`config.mk`:
```
export PLATFORM = sky130hd
export DESIGN_NAME = ulpi_link_ctrl_flat
export DESIGN_NICKNAME = d
export VERILOG_FILES = /design/src/rtl/ulpi_link_ctrl_if.sv /design/src/rtl/ulpi_link_ctrl.sv /design/src/flat_wrapper.sv
export SDC_FILE = /design/constraint.sdc
export NUM_CORES = 1
export LEC_CHECK = 0
export CAP_MARGIN = 20
export CORE_MARGIN = 2
export CORE_UTILIZATION = 36
export DETAILED_ROUTE_END_ITERATION = 10
export HOLD_SLACK_MARGIN = 0.08
export PLACE_DENSITY = 0.74
export SLEW_MARGIN = 20
export SYNTH_ARGS = -nofsm -noshare
export SYNTH_HDL_FRONTEND = slang
export SYNTH_SLANG_ARGS = --single-unit
```
`constraint.sdc`:
```
create_clock -name clk -period 1.36 [get_ports clk]
set_input_delay 0.272 -clock clk [delete_from_list [all_inputs] [get_ports clk]]
set_output_delay 0.272 -clock clk [all_outputs]
set_load 0.005 [all_outputs]
```
`src/rtl/ulpi_link_ctrl_if.sv`:
```
// ulpi_link_ctrl_if: ULPI pin bundle between the link controller and the PHY
// Signals:
//   dir     PHY -> link  bus direction, 1 = PHY drives data
//   nxt     PHY -> link  next/throttle
//   stp     link -> PHY  stop
//   data_o  link -> PHY  value the link puts on the data bus
//   data_oe link -> PHY  link output enable (already gated with dir)
//   data_i  PHY -> link  data bus as seen at the pad
// The bidirectional data bus is carried as out/enable/in so a pad buffer
// (or the bench) resolves it: pin = data_oe ? data_o : PHY drive.
interface ulpi_link_ctrl_if;
    logic       dir;
    logic       nxt;
    logic       stp;
    logic [7:0] data_o;
    logic       data_oe;
    logic [7:0] data_i;
    modport master (input dir, nxt, data_i, output stp, data_o, data_oe);
    modport slave  (output dir, nxt, data_i, input stp, data_o, data_oe);
endinterface

```
`src/rtl/ulpi_link_ctrl.sv`:
```
// ulpi_link_ctrl: ULPI link-side controller (TX packets, RX stream and RXCMD, optional register writes)
// Ports:
//   clk, rst_n     60 MHz ULPI clock, asynchronous active-low reset
//   ulpi           ULPI pins (master side): dir, nxt, stp, data out/oe/in
//   tx_data_i      transmit byte, first byte of a packet is the PID
//   tx_valid_i     tx_data_i valid; tx_last_i marks the final byte
//   tx_ready_o     byte accepted this cycle; tx_err_o pulses when the PHY aborts a packet
//   rx_data_o      received byte, qualified by rx_valid_o (one cycle per byte)
//   rx_end_o       one-cycle pulse, receive burst ended
//   rxcmd_o        last RXCMD byte received
//   reg_req_i, reg_addr_i, reg_wdata_i, reg_ack_o  register write port
// Parameter RXCMD_RST: reset value of rxcmd_o.
// Macro ULPI_REGWR_EN: builds the register write path; when undefined the reg_*
// inputs are ignored and reg_ack_o is tied 0.
module ulpi_link_ctrl #(
    parameter logic [7:0] RXCMD_RST = 8'h00
) (
    input  logic             clk,
    input  logic             rst_n,
    ulpi_link_ctrl_if.master ulpi,
    input  logic [7:0]       tx_data_i,
    input  logic             tx_valid_i,
    input  logic             tx_last_i,
    output logic             tx_ready_o,
    output logic             tx_err_o,
    output logic [7:0]       rx_data_o,
    output logic             rx_valid_o,
    output logic             rx_end_o,
    output logic [7:0]       rxcmd_o,
    input  logic             reg_req_i,
    input  logic [5:0]       reg_addr_i,
    input  logic [7:0]       reg_wdata_i,
    output logic             reg_ack_o
);
    typedef enum logic [2:0] {
        IDLE, TXCMD, TXDATA, STP, DRAIN
`ifdef ULPI_REGWR_EN
        , REGCMD, REGDATA
`endif
    } state_t;

    state_t     state_q, state_d;
    logic       dir_q, oe_q, rxb_q, ended_q, rx_valid_q, rx_end_q;
    logic [7:0] rx_data_q, rxcmd_q, hold_q, bus_d;
    logic       stp_d, quiet, rx_cyc, end_d;

    // quiet: link owns a settled bus; rx_cyc: PHY owns a settled bus
    assign quiet  = ~ulpi.dir & ~dir_q;
    assign rx_cyc = ulpi.dir & dir_q;
    // one rx_end per burst, only once a byte has been seen
    assign end_d  = rxb_q & ~ended_q &
                    ((rx_cyc & ~ulpi.nxt & (ulpi.data_i[5:4] != 2'b01)) | (~ulpi.dir & dir_q));

    always_comb begin
        state_d    = state_q;
        bus_d      = 8'h00;
        stp_d      = 1'b0;
        tx_ready_o = 1'b0;
        tx_err_o   = 1'b0;
        case (state_q)
            IDLE: if (quiet) begin
`ifdef ULPI_REGWR_EN
                if (reg_req_i) state_d = REGCMD;
                else
`endif
                if (tx_valid_i) state_d = TXCMD;
            end
            TXCMD: begin
                bus_d = {4'b0100, tx_data_i[3:0]};
                if (ulpi.dir) state_d = IDLE;
                else if (ulpi.nxt & quiet) begin
                    tx_ready_o = 1'b1;
                    state_d    = tx_last_i ? STP : TXDATA;
                end
            end
            TXDATA: begin
                bus_d = tx_valid_i ? tx_data_i : hold_q;
                // the last byte is never accepted in the abort cycle, so drain
                if (ulpi.dir) begin
                    tx_err_o = 1'b1;
                    state_d  = DRAIN;
                end else if (ulpi.nxt & quiet) begin
                    tx_ready_o = 1'b1;
                    if (tx_last_i) state_d = STP;
                end
            end
            STP: begin
                stp_d   = 1'b1;
                state_d = IDLE;
            end
            DRAIN: begin
                tx_ready_o = tx_valid_i;
                if (tx_valid_i & tx_last_i) state_d = IDLE;
            end
`ifdef ULPI_REGWR_EN
            REGCMD: begin
                bus_d = {2'b10, reg_addr_i};
                if (ulpi.dir) state_d = IDLE;
                else if (ulpi.nxt & quiet) state_d = REGDATA;
            end
            REGDATA: begin
                bus_d = reg_wdata_i;
                if (ulpi.dir) state_d = IDLE;
                else if (ulpi.nxt & quiet) state_d = STP;
            end
`endif
            default: state_d = IDLE;
        endcase
    end

    always_ff @(posedge clk or negedge rst_n) begin
        if (!rst_n) begin
            state_q    <= IDLE;
            dir_q      <= 1'b0;
            oe_q       <= 1'b0;
            rxb_q      <= 1'b0;
            ended_q    <= 1'b0;
            rx_valid_q <= 1'b0;
            rx_end_q   <= 1'b0;
            rx_data_q  <= 8'h00;
            rxcmd_q    <= RXCMD_RST;
            hold_q     <= 8'h00;
        end else begin
            state_q    <= state_d;
            dir_q      <= ulpi.dir;
            oe_q       <= 1'b1;
            rx_valid_q <= rx_cyc & ulpi.nxt;
            rx_end_q   <= end_d;
            if (rx_cyc & ulpi.nxt) rx_data_q <= ulpi.data_i;
            if (rx_cyc & ~ulpi.nxt) rxcmd_q <= ulpi.data_i;
            if (tx_valid_i) hold_q <= tx_data_i;
            if (ulpi.dir & ~dir_q) begin
                rxb_q   <= 1'b0;
                ended_q <= 1'b0;
            end else begin
                if (rx_cyc & ulpi.nxt) rxb_q <= 1'b1;
                if (end_d) ended_q <= 1'b1;
            end
        end
    end

`ifdef ULPI_REGWR_EN
    logic reg_q;
    // marks an STP cycle that terminates a register write
    always_ff @(posedge clk or negedge rst_n) begin
        if (!rst_n) reg_q <= 1'b0;
        else reg_q <= state_q == REGDATA;
    end
    assign reg_ack_o = (state_q == STP) & reg_q;
`else
    logic unused_reg;
    assign unused_reg = &{1'b0, reg_req_i, reg_addr_i, reg_wdata_i};
    assign reg_ack_o  = 1'b0;
`endif

    assign ulpi.data_o  = bus_d;
    assign ulpi.data_oe = oe_q & ~ulpi.dir;
    assign ulpi.stp     = stp_d;
    assign rx_data_o    = rx_data_q;
    assign rx_valid_o   = rx_valid_q;
    assign rx_end_o     = rx_end_q;
    assign rxcmd_o      = rxcmd_q;
endmodule

```
`src/flat_wrapper.sv`:
```
// flat-port wrapper written by rule: the top's interface ports become plain ports
module ulpi_link_ctrl_flat 
#(
    parameter logic [7:0] RXCMD_RST = 8'h00
)
  (clk, rst_n, tx_data_i, tx_valid_i, tx_last_i, tx_ready_o, tx_err_o, rx_data_o, rx_valid_o, rx_end_o, rxcmd_o, reg_req_i, reg_addr_i, reg_wdata_i, reg_ack_o, ulpi_dir, ulpi_nxt, ulpi_data_i, ulpi_stp, ulpi_data_o, ulpi_data_oe);
  ulpi_link_ctrl_if ulpi_i ();
  input  logic clk;
  input  logic rst_n;
  input  logic [7:0] tx_data_i;
  input  logic tx_valid_i;
  input  logic tx_last_i;
  output logic tx_ready_o;
  output logic tx_err_o;
  output logic [7:0] rx_data_o;
  output logic rx_valid_o;
  output logic rx_end_o;
  output logic [7:0] rxcmd_o;
  input  logic reg_req_i;
  input  logic [5:0] reg_addr_i;
  input  logic [7:0] reg_wdata_i;
  output logic reg_ack_o;
  input wire logic [$bits(ulpi_i.dir)-1:0] ulpi_dir;
  input wire logic [$bits(ulpi_i.nxt)-1:0] ulpi_nxt;
  input wire logic [$bits(ulpi_i.data_i)-1:0] ulpi_data_i;
  output wire logic [$bits(ulpi_i.stp)-1:0] ulpi_stp;
  output wire logic [$bits(ulpi_i.data_o)-1:0] ulpi_data_o;
  output wire logic [$bits(ulpi_i.data_oe)-1:0] ulpi_data_oe;
  assign ulpi_i.dir = ulpi_dir;
  assign ulpi_i.nxt = ulpi_nxt;
  assign ulpi_i.data_i = ulpi_data_i;
  assign ulpi_stp = ulpi_i.stp;
  assign ulpi_data_o = ulpi_i.data_o;
  assign ulpi_data_oe = ulpi_i.data_oe;
  ulpi_link_ctrl #(.RXCMD_RST(RXCMD_RST)) u_core (.clk(clk), .rst_n(rst_n), .ulpi(ulpi_i), .tx_data_i(tx_data_i), .tx_valid_i(tx_valid_i), .tx_last_i(tx_last_i), .tx_ready_o(tx_ready_o), .tx_err_o(tx_err_o), .rx_data_o(rx_data_o), .rx_valid_o(rx_valid_o), .rx_end_o(rx_end_o), .rxcmd_o(rxcmd_o), .reg_req_i(reg_req_i), .reg_addr_i(reg_addr_i), .reg_wdata_i(reg_wdata_i), .reg_ack_o(reg_ack_o));
endmodule
```
[Word level (Yosys, flattened, before mapping)]
Index checks and enable logic that the tools add are counted.
Storage, ports and cells
  flip-flop bits (word level): 33
  logic and storage cells: 65
Cells by class
  bitwise gates (word level): 17
  reductions and logical operators: 5
  equal/unequal tests: 11
  mux-type cells: 22
Operators with widths (count)
  3-bit 2-to-1 mux: 8
  8-bit case mux with 2 select lines: 1
  1-bit AND: 12
  3-bit case mux with 4 select lines: 1
  1-bit 2-to-1 mux: 10
  8-bit 2-to-1 mux: 1
  3-bit by 2-bit equality test with 1-bit output (second input constant): 2
  2-bit by 1-bit != test with 1-bit output (second input constant): 3
  3-bit by 2-bit != test with 1-bit output (second input constant): 2
  6-bit AND reduction: 1
  1-bit inverter: 4
  2-bit nonzero test: 2
  3-bit by 1-bit equality test with 1-bit output (second input constant): 1
  3-bit equality test (second input constant): 1
  3-bit logical NOT: 1
  3-bit != test (second input constant): 1
  2-bit != test (second input constant): 1
  1-bit case mux with 2 select lines: 1
  2-bit OR reduction: 1
  1-bit OR: 1

[Depth between registers and ports, before layout]
Gate-level depths: netlist (run 1).
  word-level depth: 7
  gate-level depth with buffers: 5
  depth with buffers taken out: 4

[Worst setup path before layout (run 1)]
No wires, ideal clock.
  kind: register to output
  start point: reg u_core.state_q[1]
  end point: out ulpi_data_o[2]
  slack: 0.019 ns
  cell stages (with the launch flop): 6
  arrival time: 1.069 ns
  path through: dfrtp_1 > buf_2 > nor2b_1 > clkbuf_1 > a22oi_1 > nor2_1
Between the ends
  longest elaborated chain between the ends: 2
RTL lines
  start: declaration: line ulpi_link_ctrl.sv:42  | state_t state_q, state_d;
  start signal: assignment: line ulpi_link_ctrl.sv:124  | state_q <= state_d;
  3-bit by 2-bit equality test with 1-bit output or 3-bit by 1-bit equality test with 1-bit output (tied branches): line ulpi_link_ctrl.sv:60  | case (state_q)
  8-bit case mux with 2 select lines (*): line ulpi_link_ctrl.sv:60
  end: declaration: line flat_wrapper.sv:27  | output wire logic [$bits(ulpi_i.data_o)-1:0] ulpi_data_o;
Mark *: on every way between the ends. The rest lies on a longest branch, timed or not.

[Final worst setup path (run 1)]
  start point: reg u_core.state_q[0]
  end point: out ulpi_data_o[2]
Same word-level chain as after synthesis.

==> run summary, run 1 <==
RD Place Congestion: 0.827
Crit start category: register
Syn nets: 156
Mapped cell area: 1450 um2
Iteration-0 DRC Markers: 31
WL met2: 2030 um
Antenna diodes: 0
Distinct cells, synth: 25
Worst Path Buf+Inv: 3
Sequential Power Share: 37.3%
Hold_buf cts: 0
Internal Power: 0.00234 W
H-tree depth: 2
Synth top area cells: dfrtp_1 57%, mux2_2 19%, a21oi_1 2.8%
Root buf cell: clkbuf_8
Routed vias: 1216
Hold slack: 0.352 ns
WL/cell: 15.3 um
Vias in the first global route: 1279
Dpl ws: -0.871 ns
Initial antenna violation count: 0
Setup crit end kind: output pin
# setup viols final: 12
Final hold violations: 0
Post-synth top area share: 56.9%
Critical-path cell list: nor2b_1, buf_4, buf_6, a22oi_2, nor2_1, buf_2
Clock Skews: 0.00738 ns
Initial core utilization: 36.8%
Total gr overflow: 0
Crit-path leading delay family: flip-flops
Largest net degree at the start of global routing: 34
Die width: 67.5 um
Fin crit period: 1.68 ns
Layout cells sized above 1: 46.5%
Via density per instance: 4.83
IO Count: 68
CTS tree: built
Max VDD drop: 0.728 mV
Arrival time of the worst setup path: 1.41 ns
Crit-path slowest cell: dfrtp_1
Final worst slack: -0.324 ns
#FFs+latches synth: 33
NetSw: 0.000907 W
Outcome: finished, violations left
Leak Pwr: 1.13 nW
# fillers: 316
Final net count: 238
Top cell type by total area after synthesis: dfrtp_1
Routed WL: 3860 um
Mean post-synth cell area: 12.2 um2
Crit Path Max Fanout: 6
P per Cell Area: 1350 nW/um2
Crit Path Class: register to output pin
Sw frac: 27.9%
Pwr Total: 0.00325 W
Core Region: 3940 um2
Max Slew Vio Count: 0
Total GRT Usage: 18.1%
Clk sink count: 33
Post-synth ARST share: 100%
FMAX: 594 MHz
Synth Instances: 119
TNS Setup: -2.95 ns
Final ANT Viol Nets: 0
Die Y-Extent: 67.5 um
Crit-path max cell delay: 0.40 ns
Synth warnings: 0
Worst EP required: 1.09 ns
Sequential share of the synthesized area: 56.9%
Power share of the combinational group: 34.3%
Clk pin slew, worst setup/hold paths: 0.07 ns
Total CTS buffers: 5
RSZ-0062 raised after global routing: yes
Post-synth EDFFs: 0
DRC viols: 0
Post-layout util: 60.8%
Fin crit share: 124%
DRT Pass-1 Iters: 4
Maxcap violations: 0
Bufs on Longest Clock Path: 2
Clock power share: 28.5%
Die Footprint: 4560 um2
Top Metal Used: met4
Primary FF master, synth: dfrtp_1
Met1 WL: 1530 um
Worst skew pair latency: 0.28 ns
Hold Crit Class: input pin to async pin
Number of core rows: 23
HPWL after DPL: 2610 um
Area grow syn2layout: 65.3%
PortBufs: 51
First-pass GRT wire length: 5970 um
Routed wl met3: 269 um
Failing checks: setup timing
## through the flow
step           std cells  instance area [um2]
2_1_floorplan        119                 1450
3_3_place_gp         229                 2130
3_5_place_dp         229                 2130
4_1_cts              249                 2360
5_1_grt              252                 2400
6_report             252                 2400
## Yosys cell counts, drive strengths merged (2+ instances only)
cell     n
nand3    3
nand2b   2
mux2    24
nor3b    5
conb     2
nand3b   2
nand2    4
nor2b    5
nor2    10
o21ai    3
a22oi    4
a21oi    8
and2b    2
dfrtp   33
clkbuf   2
buf      4
inv      2
## worst paths after layout
check	start	end	slack, ns	depth (start not counted)
min in group clk	tx_data_i[1]	u_core.hold_q[1]	0.42	2
worst max register to register	u_core.state_q[1]	u_core.state_q[0]	-0.15	6
worst min register to register	u_core.ended_q	u_core.rx_end_o	0.44	1
worst min-delay path	rst_n	u_core.hold_q[5]	0.35	2
worst max-delay path	u_core.state_q[0]	ulpi_data_o[2]	-0.32	6
max in group asynchronous	rst_n	u_core.state_q[1]	0.81	2
## logic make-up (layout without fill, tap and decap cells)
group,Yosys count,in the layout,share of synthesized area (%)
compound gates,16,16,6.47
buf+inv,8,91,2.76
flops,33,33,56.9
mux,24,24,18.6
other cells,2,2,0.517
simple gates,36,36,14.7
## sequential cells by signal, summed over array words and instances, names as in the netlist
name	flops
u_core.hold_q	8
u_core.rx_data_o	8
u_core.rxcmd_o	8
u_core.state_q	3
u_core.dir_q	1
u_core.ended_q	1
u_core.oe_q	1
u_core.rx_end_o	1
u_core.rx_valid_o	1
u_core.rxb_q	1
## per-layer routing
layer | vias to the layer above | GRT usage [%]
met4 | 0 | 6.89
li1 | 576 | -
met3 | 6 | 6.17
met2 | 47 | 34.3
met5 | - | 0
met1 | 587 | 17.7
## cell usage in the layout, fill, tap and decap left out, types with 4 or more instances in the layout
cell	count
buf_4	20
clkdlybuf4s50_1	17
nor3b_2	5
nor2_1	8
buf_6	7
dfrtp_1	32
mux2_2	21
nor2b_1	4
buf_2	12
clkbuf_8	5
dlygate4sd2_1	22
a21oi_1	6
## timing repair
item	4_1_cts	5_1_grt
endpoints found under the setup margin	47	12
buffers inserted	12	3
pin swaps	9	1
cloned	1	0
resized for setup	94	6
## power by group through the flow
stage / clock, W / sequential [W] / combinational [W]
2_1_floorplan: 0 / 0.00123 / 0.000357
3_3_place_gp: 0 / 0.00122 / 0.000924
3_5_place_dp: 0 / 0.00123 / 0.000952
4_1_cts: 0.000955 / 0.00121 / 0.00107
5_1_grt: 0.000998 / 0.00123 / 0.00121
6_report: 0.000924 / 0.00121 / 0.00111
## cell type report
| type | count | area, um2 | area share, % |
|---|---|---|---|
| clock inverters | 3 | 46.3 | 1.93 |
| clock buffers | 5 | 68.8 | 2.87 |
| repair buffers | 81 | 703 | 29.3 |
| inverters | 2 | 7.51 | 0.313 |
| flip-flops and latches | 33 | 827 | 34.5 |
| multi-input cells | 78 | 683 | 28.5 |
| well taps | 50 | 62.6 | 2.61 |
Note: power is estimated with default switching activity, not from simulation.
==> inputs of run 2 (changes only) <==
CORE_ASPECT_RATIO = 1.5   (was not set)
SETUP_SLACK_MARGIN = 0.4   (was not set)
==> run 2 against run 1 <==
  * Global-route usage is 1.5 points higher
  * Largest cell class unchanged
  * Die area is 0.23% higher
  * Non-clock buffer count is 10 higher
  * Sequential cell count stayed put
  * Utilization is 2.6 points higher
  * Fmax is 3.0% higher
  * Clock-buffer cell count is 2 higher
  * Cell area is 3.8% higher
  * Via count is 5.6% higher
  * Total power is 0.34% lower
  * Worst hold slack worse by 0.022 ns
  * The run still ends with setup timing left
  * Worst setup slack better by 0.049 ns
==> run summary, run 2 (synthesis results as in run 1) <==
Dpl ws: -0.906 ns (-0.0349 ns)
Hold endpoint: u_core.state_q[1]
Iteration-0 DRC Markers: 27 (-13%)
Clk pin slew, worst setup/hold paths: 0.07 ns (about the same)
Largest net degree at the start of global routing: 34 (unchanged)
Top Usage Layer GRT: met2
Routed WL: 4150 um (+7.3%)
Area grow syn2layout: 71.6%
H-tree depth: 2 (unchanged)
Dpl cell area: 2190 um2 (+2.7%)
TNS Setup: -2.28 ns (+0.669 ns)
Total CTS buffers: 5 (unchanged)
Leak Pwr: 1.26 nW (+12%)
Global Route met1 Usage: 21.1% (+3.4 points)
Fin crit share: 120% (-3.6 points)
Grt met3 use: 4.57% (-1.6 points)
Crit Path Class: input pin to output pin
Antenna diodes: 0 (unchanged)
IO Count: 68 (unchanged)
Clock Skews: 0.00363 ns (-0.00375 ns)
Total GRT Usage: 19.6% (+1.5 points)
Max VDD drop: 0.765 mV (+5.0%)
Layout cells sized above 1: 60.1% (+14 points)
FMAX: 612 MHz (+3.0%)
Hold Crit Class: input pin to register
P per Cell Area: 1300 nW/um2 (-4.0%)
Arrival time of the worst setup path: 1.36 ns (-0.05 ns)
PortBufs: 51 (unchanged)
Total gr overflow: 0 (unchanged)
Via density per instance: 4.98 (+3.1%)
Hold slack: 0.330 ns (-0.0222 ns)
DRT Pass-1 Iters: 4 (unchanged)
Core Region: 3920 um2 (-0.48%)
# setup viols final: 12 (unchanged)
CTS tree: built
Initial core utilization: 37.0% (+0.18 points)
Setup crit end kind: output pin
Hold-critical path depth: 3
HPWL after DPL: 2680 um (+2.6%)
Bufs on Longest Clock Path: 2 (unchanged)
Crit Path Max Fanout: 2 (-4)
Fin crit period: 1.63 ns (-0.0491 ns)
Final worst slack: -0.275 ns (+0.0491 ns)
Root buf cell: clkbuf_8
Final net count: 249 (+4.6%)
GRT met2 Usage: 38.2% (+3.9 points)
Outcome: finished, violations left
Crit Reg-Reg Startpoint: u_core.state_q[1]
Worst EP required: 1.09 ns (about the same)
Crit start category: input pin
Commonest non-fill, non-tap cell in the layout: dfrtp_1
RD Place Congestion: 0.748 (-9.5%)
Die Y-Extent: 81.8 um (+21%)
First-pass GRT wire length: 6980 um (+17%)
Post-route cell area: 2490 um2 (+3.8%)
WL/cell: 16.1 um (+4.8%)
Worst hold start: ulpi_dir
Vias in the first global route: 1432 (+12%)
Final ANT Viol Nets: 0 (unchanged)
Initial antenna violation count: 0 (unchanged)
Die width: 55.8 um (-17%)
Reg2Reg Depth: 6 (unchanged)
Reg-to-Reg End: u_core.state_q[0]
Max Slew Vio Count: 0 (unchanged)
Worst skew pair latency: 0.28 ns (about the same)
DRC viols: 0 (unchanged)
Failing checks: setup timing
Commonest non-fill, non-tap cells in the layout: 33 x dfrtp_1, 32 x buf_2, 29 x buf_4, 22 x mux2_4, 15 x clkdlybuf4s50_1
Flop-to-flop setup slack: -0.11 ns (+0.04 ns)
# fillers: 331 (+4.7%)
Die Footprint: 4570 um2 (+0.23%)
Routed vias: 1284 (+5.6%)
Number of core rows: 28 (+22%)
Clk sink count: 33 (unchanged)
Final hold violations: 0 (unchanged)
RSZ-0062 raised after global routing: yes
Maxcap violations: 0 (unchanged)
## run 2: changes by cell type in the layout (fill, tap and decap cells not counted), sizes merged
cell and change:
clkbuf +3, dlygate4sd2 -18, nand3 +1, clkdlybuf4s15 -1, clkdlybuf4s50 -2, buf +30, bufinv -1, clkinvlp -1
## run 2: what timing repair did
item | 4_1_cts | 5_1_grt
pin swaps | 14 | 6
setup endpoints to repair | 61 | 51
buffers inserted | 12 | 9
cloned | 2 | 0
resized for setup | 170 | 7
hold buffers | 0 | 0
## run 2: worst max-delay path, cell delays in order
cell             delay, ns
clkdlybuf4s50_1       0.45
mux2_4                0.29
a22oi_2               0.16
nor2_1                0.06
buf_2                 0.13
## run 2: final cells by class
type	instances	area [um2]	share of cell area, %
Sequential cell	33	826	33.2
Multi-Input combinational cell	79	792	31.8
Inverter	2	7.51	0.302
Tap cell	45	56.3	2.26
Clock buffer	7	96.3	3.87
Clock inverter	1	5.00	0.201
Timing Repair Buffer	91	707	28.4
## run 2: worst max path at each step
stage,startpoint,to,slack (ns),cells after the start
5_1_grt,u_core.state_q[1],ulpi_data_o[3],-0.35,6
4_1_cts,tx_data_i[0],ulpi_data_o[0],-0.26,5
3_5_place_dp,tx_valid_i,ulpi_data_o[0],-0.91,6
3_3_place_gp,tx_valid_i,ulpi_data_o[1],-0.85,6
2_1_floorplan,u_core.dir_q,u_core.state_q[0],0.10,4
6_report,tx_data_i[0],ulpi_data_o[0],-0.27,5
## run 2: layer usage
layer	vias to the layer above	routed length, um	share of wire, %
li1	601	-	-
met1	630	1570	38
met2	51	2320	56
met3	2	243	5.9
met4	0	17	0.41
met5	-	0	0
## run 2: where the power goes
part	switching, W	internal [W]
Sequential	0.0000839	0.00113
Combinational	0.000478	0.000734
Clock	0.000349	0.000457
## run 2: stage by stage
step,cells,util [%],total power [W]
2_1_floorplan,119,-,0.00164
3_3_place_gp,227,55.7,0.00223
3_5_place_dp,227,55.7,0.00227
4_1_cts,249,61.3,0.00316
5_1_grt,258,63.5,0.00342
6_report,258,63.5,0.00323
